$ cat config.mk
export PLATFORM = sky130hd
export DESIGN_NAME = mem_stage
export DESIGN_NICKNAME = d
export VERILOG_FILES = /design/src/rtl/mem_stage_pkg.sv /design/src/rtl/mem_stage_pipe_latch.sv /design/src/rtl/mem_stage.sv
export SDC_FILE = /design/constraint.sdc
export NUM_CORES = 1
export LEC_CHECK = 0
export BUFFER_PORTS_ARGS = -buffer_cell sky130_fd_sc_hd__clkbuf_2
export CAP_MARGIN = 10
export CELL_PAD_IN_SITES_DETAIL_PLACEMENT = 1
export CELL_PAD_IN_SITES_GLOBAL_PLACEMENT = 1
export CORE_ASPECT_RATIO = 0.7
export CORE_MARGIN = 5
export CORE_UTILIZATION = 40
export CTS_CLUSTER_DIAMETER = 30
export CTS_CLUSTER_SIZE = 10
export DETAILED_ROUTE_END_ITERATION = 12
export GPL_TIMING_DRIVEN = 0
export PLACE_DENSITY = 0.95
export SETUP_SLACK_MARGIN = 0.02
export SLEW_MARGIN = 5
export SYNTH_ARGS = -nofsm -noshare
export SYNTH_HDL_FRONTEND = slang
export SYNTH_SLANG_ARGS = --single-unit
$ cat constraint.sdc
create_clock -name CLK -period 2.28 [get_ports CLK]
set_input_delay 0.456 -clock CLK [delete_from_list [all_inputs] [get_ports CLK]]
set_output_delay 0.456 -clock CLK [all_outputs]
set_load 0.03 [all_outputs]
$ cat src/rtl/mem_stage_pkg.sv
// Shared types for the memory stage: datapath words, register indices,
// pipeline-latch payloads and the data-access FSM states.
package mem_stage_pkg;

  localparam int unsigned WORD_BITS = 32;
  localparam int unsigned REG_BITS  = 5;

  typedef logic [WORD_BITS-1:0] word_t;
  typedef logic [REG_BITS-1:0]  regbits_t;
  typedef logic [1:0]           regsel_t;

  typedef enum logic [1:0] {
    IDLE,
    ACCESS,
    HOLD
  } mem_state_t;

  typedef struct packed {
    word_t    npc;
    word_t    alu_out;
    word_t    rtdat;
    logic     dren;
    logic     dwen;
    logic     reg_wr;
    regsel_t  reg_sel;
    regbits_t reg_dst;
  } exmem_t;

  typedef struct packed {
    logic     reg_wr;
    regsel_t  reg_sel;
    regbits_t reg_dst;
    word_t    alu_out;
    word_t    load;
    word_t    npc;
  } memwb_t;

endpackage

$ cat src/rtl/mem_stage_pipe_latch.sv
// Generic pipeline register: loads on enable, loads zero (bubble) when
// flush accompanies the enable, holds otherwise.
module pipe_latch #(
  parameter int unsigned W = 1
) (
  input  logic         CLK,
  input  logic         RST,
  input  logic         en,
  input  logic         flush,
  input  logic [W-1:0] d,
  output logic [W-1:0] q
);

  always_ff @(posedge CLK) begin
    if (RST)
      q <= '0;
    else if (en)
      q <= flush ? '0 : d;
  end

endmodule

$ cat src/rtl/mem_stage.sv
// Memory stage: EX/MEM latch, data-cache request handshake, MEM/WB latch,
// forwarding source and upstream stall.
module mem_stage
  import mem_stage_pkg::*;
#(
  parameter int unsigned WORD_W = 32,
  parameter int unsigned REG_W  = 5
) (
  input  logic              CLK,
  input  logic              RST,
  input  logic              ihit,
  input  logic              flush,
  input  logic [WORD_W-1:0] ex_nPC,
  input  logic [WORD_W-1:0] ex_ALUOut,
  input  logic [WORD_W-1:0] ex_rtdat,
  input  logic              ex_dREN,
  input  logic              ex_dWEN,
  input  logic              ex_regWr,
  input  logic [1:0]        ex_regSel,
  input  logic [REG_W-1:0]  ex_regDst,
  input  logic              dhit,
  input  logic [WORD_W-1:0] dmemload,
  output logic              dmemREN,
  output logic              dmemWEN,
  output logic [WORD_W-1:0] dmemaddr,
  output logic [WORD_W-1:0] dmemstore,
  output logic              mem_stall,
  output logic              fwd_regWr,
  output logic [REG_W-1:0]  fwd_regDst,
  output logic [WORD_W-1:0] fwd_data,
  output logic              wb_regWr,
  output logic [1:0]        wb_regSel,
  output logic [REG_W-1:0]  wb_regDst,
  output logic [WORD_W-1:0] wb_ALUOut,
  output logic [WORD_W-1:0] wb_load,
  output logic [WORD_W-1:0] wb_nPC
);

  mem_state_t state_q, state_d;
  word_t      load_buf;
  exmem_t     ex_in, em;
  memwb_t     wb_in, wb;
  logic       advance;
  logic       in_access;
  word_t      load_data;

  assign in_access = (state_q == ACCESS);
  assign mem_stall = in_access & ~dhit;
  assign advance   = ihit & ~mem_stall;

  always_comb begin
    ex_in         = '0;
    ex_in.npc     = ex_nPC;
    ex_in.alu_out = ex_ALUOut;
    ex_in.rtdat   = ex_rtdat;
    ex_in.dren    = ex_dREN;
    ex_in.dwen    = ex_dWEN;
    ex_in.reg_wr  = ex_regWr;
    ex_in.reg_sel = ex_regSel;
    ex_in.reg_dst = ex_regDst;
  end

  pipe_latch #(.W($bits(exmem_t))) u_exmem (
    .CLK   (CLK),
    .RST   (RST),
    .en    (advance),
    .flush (flush),
    .d     (ex_in),
    .q     (em)
  );

  always_comb begin
    wb_in         = '0;
    wb_in.reg_wr  = em.reg_wr;
    wb_in.reg_sel = em.reg_sel;
    wb_in.reg_dst = em.reg_dst;
    wb_in.alu_out = em.alu_out;
    wb_in.load    = dhit ? dmemload : load_buf;
    wb_in.npc     = em.npc;
  end

  pipe_latch #(.W($bits(memwb_t))) u_memwb (
    .CLK   (CLK),
    .RST   (RST),
    .en    (advance),
    .flush (1'b0),
    .d     (wb_in),
    .q     (wb)
  );

  // Any advance reloads EX/MEM, so it alone decides the next state; only a
  // served access that cannot advance parks in HOLD.
  always_comb begin
    state_d = state_q;
    if (advance)
      state_d = (~flush & (ex_dREN | ex_dWEN)) ? ACCESS : IDLE;
    else if (in_access & dhit)
      state_d = HOLD;
  end

  always_ff @(posedge CLK) begin
    if (RST) begin
      state_q  <= IDLE;
      load_buf <= '0;
    end else begin
      state_q <= state_d;
      if (in_access & dhit & ~ihit)
        load_buf <= dmemload;
    end
  end

  assign dmemREN   = in_access & em.dren;
  assign dmemWEN   = in_access & em.dwen;
  assign dmemaddr  = em.alu_out;
  assign dmemstore = em.rtdat;

  assign load_data  = (in_access & dhit) ? dmemload : load_buf;
  assign fwd_regWr  = em.reg_wr & (em.reg_dst != '0);
  assign fwd_regDst = em.reg_dst;
  assign fwd_data   = em.dren ? load_data : em.alu_out;

  assign wb_regWr  = wb.reg_wr;
  assign wb_regSel = wb.reg_sel;
  assign wb_regDst = wb.reg_dst;
  assign wb_ALUOut = wb.alu_out;
  assign wb_load   = wb.load;
  assign wb_nPC    = wb.npc;

endmodule

==> impl_results.md, run 1 <==
* Slew headroom at 0.3752
* CTS Buf Count at 48
* Worst hold path type: in -> reg
* RD Place Congestion at 0.9122
* Clock Skew at 0.02108 ns
* Status: complete, but fails checks
* Share of layout cells above drive strength 1 at 0.3638
* Largest net degree at the start of global routing at 14
* DR DRC count at 0
* Die width at 210.9 µm
* Die H at 150.6 µm
* Dpl hpwl at 35470 µm
* Ys flop type: dfxtp_1
* Total die area at 0.03176 mm²
* Area post-placement at 0.01351 mm²
* Port bufs at 349
* Critical path's largest stage delay at 0.36 ns
* 1st-iter DRT viols at 928
* Setup Viol. Count Final at 30
* Final Total Pwr at 14.09 mW
* Critical Path RT at 1.82 ns
* Crit path cell chain: nand3b_1, buf_6, buf_12, mux2i_2, a21oi_2, clkbuf_8
* DP Worst Slack at -0.3013 ns
* Nets at 1898
* Area contributors post-synth: dfxtp_1 (43%), a21oi_1 (9.6%), mux2i_1 (5.8%)
* Reg area at 0.004898 mm²
* Clock-pin slew on the worst setup and hold paths at 0.05 ns
* Vias at 12750
* Pwr Density at 894.0 mW/mm²
* Register area share after synthesis at 0.4323
* Worst Tran Pin Value at 0.9371 ns
* Synth top cells by count: dfxtp_1 (244), a21oi_1 (216), nand3_1 (119)
* Violated checks: negative setup slack
* Starting Density at 0.4061
* Yosys warnings at 0
* Worst R2R End: u_exmem.q[84]
* Critical path endpoint: fwd_data[10]
* Cell count after synthesis at 1351
* Critical path arrival at 1.97 ns
* Final period util at 1.063
* Worst r2r path cells at 6
* Syn nets at 1494
* Cell row count at 51
* Asr flop ratio synth at 0
* Total GRT Usage at 0.3190
* # clock sinks at 244
* Library cells used by synthesis at 34
* CP max FO at 10
* Pins Over Slew Limit at 0
* Final instance area at 0.01576 mm²
* Dominant cell type by area after synthesis: dfxtp_1
* CP startpoint: state_q[1]
* First-pass iteration count of the detailed router at 5
* Cell Area, Synth at 0.01130 mm²
* Post-detailed-route count of antenna-violating nets at 0
* Area occupied by multi-input gates at 0.005301 mm²
* Pleak at 6.499 nW
* Crit-path slowest cell: dfxtp_4
* Mean Syn Cell Area at 8.363 µm²
* Initial antenna violation count at 3
* Layout Cells excl Fill at 2166
* Min Tclk post-route at 2.423 ns
* Vias/cell at 5.888
* RSZ-0062 raised after global routing: true
* Max Cap Violations at 0
* Fmax at 412.8 MHz
* Synth top area share at 0.4323
* #FFs+latches synth at 244
* Latest clock arrival within the worst-skew pair at 0.55 ns
* Crit. End Element: primary output
* Worst IR Drop VDD at 0.0004679 V
* Reg2reg start: state_q[0]
* GRT overflow at 0
* Drt total wl at 53930 µm
* Placed insts at 2071
* Number of synthesized flops with an enable pin at 0
* Vias in the first global route at 13520
* Num ports at 352
* Final WS setup at -0.1426 ns
* Final core occ at 0.5666
* Core area at 0.02782 mm²
* Layout Area Growth over Synthesis at 39.51%
* CTS tree: built
* Startpoint Class: flop
* CTS Buffer Depth at 3
* CP Class: reg -> out
* Most common cell in the synthesized netlist: dfxtp_1
* Endpoints failing hold at 0
* Flop2flop setup slack at 0.15 ns
* Clk Tree Root Cell: clkbuf_16
* First-pass GRT wire length at 79500 µm
* Fillers at 3369
* DR WL/cell at 24.90 µm
* H-Tree Depth at 2
## placed cells by master, fill, tap and decap left out, types with 47 or more instances in the layout
cell       instances
a21oi_1          196
buf_4             91
clkbuf_1          73
clkbuf_16         49
clkbuf_2         320
dfxtp_1          239
mux2i_1           54
nand2_1           65
nand2b_1          50
nand3_1          119
nand4_1           59
nor3b_1           47
o21ai_0           78
o21ai_1           71
## metal layers
metal,global-route usage,share of wire,wire length (µm),vias up
li1,-,-,-,5574
met1,0.3973,0.39,21240,6269
met2,0.5393,0.48,25640,727
met3,0.06644,0.082,4415,183
met4,0.1367,0.049,2630,0
met5,0,0,0,-
## metrics by stage
stage	TNS [ns]	hold slack (ns)
global route	-3.163	0.1622
global placement	-5.197	0.4522
floorplan	0	0.4423
CTS	-2.505	0.1403
detailed placement	-6.773	0.4592
finish	-1.996	0.1590
## final cells by class
cell class                 count  area share
multi-input combinational    885      0.3363
sequential                   244      0.3108
inverter                       3    0.001508
timing repair buffer         355      0.1248
clock buffer                  59     0.08525
buffer                       218     0.08382
antenna                        3   0.0004763
tap                          371     0.02945
clock inverter                28     0.02762
## sequential cells by signal, summed over array words and instances, names as in the netlist
signal and cells:
state_q 2, u_memwb.q 104, load_buf 32, u_exmem.q 106
## cell families after synthesis
group	share of synthesized area
AO/OA/AOI/OAI	0.2145
AND/OR/NAND/NOR	0.1834
flip-flops	0.4323
buffers and inverters	0.1122
multiplexers	0.05759
## what timing repair did
action,4_1_cts,5_1_grt
endpoints found under the setup margin,35,34
pin swaps,19,14
hold buffers,0,0
gates resized for setup,92,55
hold endpoints to repair,0,0
setup buffers,3,4
## critical path: cells and delay by family (launching register included)
kind            cells  cell delay (ns)
buf+inv             3             0.51
flops               1             0.36
compound gates      1             0.22
simple gates        1             0.17
mux                 1             0.17
## worst min-delay path by stage
stage                        startpoint              to  slack, ns  cells after the start
after floorplan            u_exmem.q[5]  u_memwb.q[101]       0.44                      2
after global placement    u_memwb.q[11]   u_memwb.q[11]       0.45                      2
after detailed placement  u_memwb.q[15]   u_memwb.q[15]       0.46                      2
after CTS                    ex_nPC[28]  u_exmem.q[102]       0.14                      3
after global routing         ex_nPC[28]  u_exmem.q[102]       0.16                      3
final                        ex_nPC[28]  u_exmem.q[102]       0.16                      3
## where the power goes
group          leakage (nW)  internal, mW  total (mW)  switching, mW
clock                 0.857          5.32        7.82           2.50
sequential             1.99          4.42        4.56          0.140
combinational          3.65         0.571        1.71           1.14
No activity file was read; power rests on OpenSTA's default activity.
==> inputs of run 2 (changes only) <==
--- a/config.mk
+++ b/config.mk
@@ -18,6 +18,7 @@
 export GPL_TIMING_DRIVEN = 0
 export PLACE_DENSITY = 0.95
 export SETUP_SLACK_MARGIN = 0.02
+export SKIP_LAST_GASP = 1
 export SLEW_MARGIN = 5
 export SYNTH_ARGS = -nofsm -noshare
 export SYNTH_HDL_FRONTEND = slang
==> impl_results.md, run 2 (same netlist as run 1, synthesis figures left out) <==
* Critical path arrival at 1.96 ns (was 1.97 ns)
* Total die area at 0.03176 mm² (unchanged)
* Post-detailed-route count of antenna-violating nets at 0 (unchanged)
* Pleak at 6.498 nW (was 6.499 nW)
* GRT overflow at 0 (unchanged)
* Biggest register: u_exmem.q (unchanged)
* Largest net degree at the start of global routing at 14 (unchanged)
* Worst hold path type: in -> reg (unchanged)
* CP Class: reg -> out (unchanged)
* CTS Buf Count at 48 (unchanged)
* Worst IR Drop VDD at 0.0004660 V (was 0.0004679 V)
* Clk Tree Root Cell: clkbuf_16 (unchanged)
* Fillers at 3369 (unchanged)
* Worst Tran Pin Value at 0.9063 ns (was 0.9371 ns)
* Setup TNS at -2.029 ns (was -1.996 ns)
* Endpoints failing hold at 0 (unchanged)
* Pins Over Slew Limit at 0 (unchanged)
* Core area at 0.02782 mm² (unchanged)
* Port bufs at 349 (unchanged)
* Max reg flops at 106 (unchanged)
* First-pass GRT wire length at 79500 µm (unchanged)
* CTS Buffer Depth at 3 (unchanged)
* Final Total Pwr at 14.10 mW (was 14.09 mW)
* Latest clock arrival within the worst-skew pair at 0.55 ns (about the same)
* Layout Area Growth over Synthesis at 39.48% (was 39.51%)
* Initial antenna violation count at 3 (unchanged)
* Max Cap Violations at 0 (unchanged)
* Fmax at 413.7 MHz (was 412.8 MHz)
* RSZ-0062 raised after global routing: true (unchanged)
* Num ports at 352 (unchanged)
* Violated checks: negative setup slack (unchanged)
* H-Tree Depth at 2 (unchanged)
* Startpoint Class: flop (unchanged)
* Nets at 1898 (unchanged)
* DP Worst Slack at -0.3013 ns (unchanged)
* Clock-pin slew on the worst setup and hold paths at 0.05 ns (about the same)
* Critical Path RT at 1.82 ns (about the same)
* Vias in the first global route at 13520 (unchanged)
* Dpl hpwl at 35470 µm (unchanged)
* Total GRT Usage at 0.3190 (unchanged)
* Final period util at 1.060 (was 1.063)
* First-pass iteration count of the detailed router at 5 (unchanged)
* CP max FO at 10 (unchanged)
* DR WL/cell at 24.96 µm (was 24.90 µm)
* Vias at 12740 (was 12750)
* CP delay by family, top: buffers and inverters (unchanged)
* Most frequent cells in the layout: clkbuf_2 (320), dfxtp_1 (239), a21oi_1 (196) (unchanged)
* Drt total wl at 54060 µm (was 53930 µm)
* Worst Path Buf+Inv at 3 (unchanged)
* # hold bufs at CTS at 0 (unchanged)
* Die width at 210.9 µm (unchanged)
* Min Tclk post-route at 2.417 ns (was 2.423 ns)
* Crit. End Element: primary output (unchanged)
* Share of layout cells above drive strength 1 at 0.3638 (unchanged)
* Largest regs: u_exmem.q: 106 flops, u_memwb.q: 104 flops, load_buf: 32 flops (unchanged)
* DR DRC count at 0 (unchanged)
* Final core occ at 0.5664 (was 0.5666)
* Most common cell after layout, fill and taps aside: clkbuf_2 (unchanged)
* 1st-iter DRT viols at 900 (was 928)
* Pwr Density at 895.0 mW/mm² (was 894.0 mW/mm²)
* Crit-path slowest cell: dfxtp_4 (unchanged)
* CTS tree: built (unchanged)
* # clock sinks at 244 (unchanged)
* Final WS setup at -0.1369 ns (was -0.1426 ns)
* Starting Density at 0.4061 (unchanged)
* Crit path cell chain: nand3b_1, buf_6, buf_12, mux2i_2, a21oi_2, clkbuf_8 (unchanged)
* Status: complete, but fails checks (unchanged)
* Setup Viol. Count Final at 30 (unchanged)
* Vias/cell at 5.883 (was 5.888)
* RD Place Congestion at 0.9122 (unchanged)
* Critical path's largest stage delay at 0.35 ns (was 0.36 ns)
* Slew headroom at 0.3958 (was 0.3752)
* Clock Skew at 0.02118 ns (was 0.02108 ns)
* Die H at 150.6 µm (unchanged)
* Cell row count at 51 (unchanged)
## run 2: cell counts in the layout (fill, tap and decap cells not counted)
No cell type changed its count.
## run 2: path summary, 6_finish.rpt
| path | start | to | slack [ns] | cells after the start |
|---|---|---|---|---|
| max | state_q[1] | fwd_data[10] | -0.14 | 6 |
| min | ex_nPC[28] | u_exmem.q[102] | 0.16 | 3 |
| max reg2reg | state_q[0] | u_memwb.q[46] | 0.14 | 7 |
| min reg2reg | u_exmem.q[75] | u_memwb.q[1] | 0.47 | 2 |
## run 2: power by group
part / leakage, nW / internal (mW) / switching [mW]
clock network: 0.857 / 5.32 / 2.51
registers: 1.99 / 4.42 / 0.140
logic: 3.65 / 0.571 / 1.14
total: 6.50 / 10.3 / 3.79
## run 2: metal layers
layer  routed length (µm)  track usage  up-vias
met5                    0            0        -
met4                 2694       0.1367        0
met3                 4284      0.06644      184
met2                25710       0.5393      713
met1                21370       0.3973     6270
li1                     -            -     5576
## run 2: per-stage QoR
stage               hold slack, ns  instance area (µm²)  std cells
floorplan                   0.4423                11300       1351
CTS                         0.1403                15620       2160
global route                0.1622                15760       2166
finish                      0.1594                15760       2166
global placement            0.4522                13510       2071
detailed placement          0.4592                13510       2071
## run 2: repair_timing
action                                  in CTS  in global routing
cloned                                       0                  0
endpoints found under the setup margin      35                 34
endpoints found under the hold margin        0                  0
pin swaps                                   19                 14
setup buffers                                3                  4
resized for setup                           92                 54
## run 2: tightest hold or removal path: stages
cell and delay, ns:
clkbuf_2 0.08, nand4_1 0.07, o21ai_0 0.07
## run 2: area by class of cell
type / count / area (µm²) / share of cell area
repair buffers: 355 / 1963 / 0.1246
flip-flops and latches: 244 / 4898 / 0.3108
diodes: 3 / 7.507 / 0.0004764
inverters: 3 / 23.77 / 0.001509
plain buffers: 218 / 1321 / 0.08384
clock buffers: 59 / 1344 / 0.08527
multi-input cells: 885 / 5301 / 0.3364
clock inverters: 28 / 435.4 / 0.02763
well taps: 371 / 464.2 / 0.02946
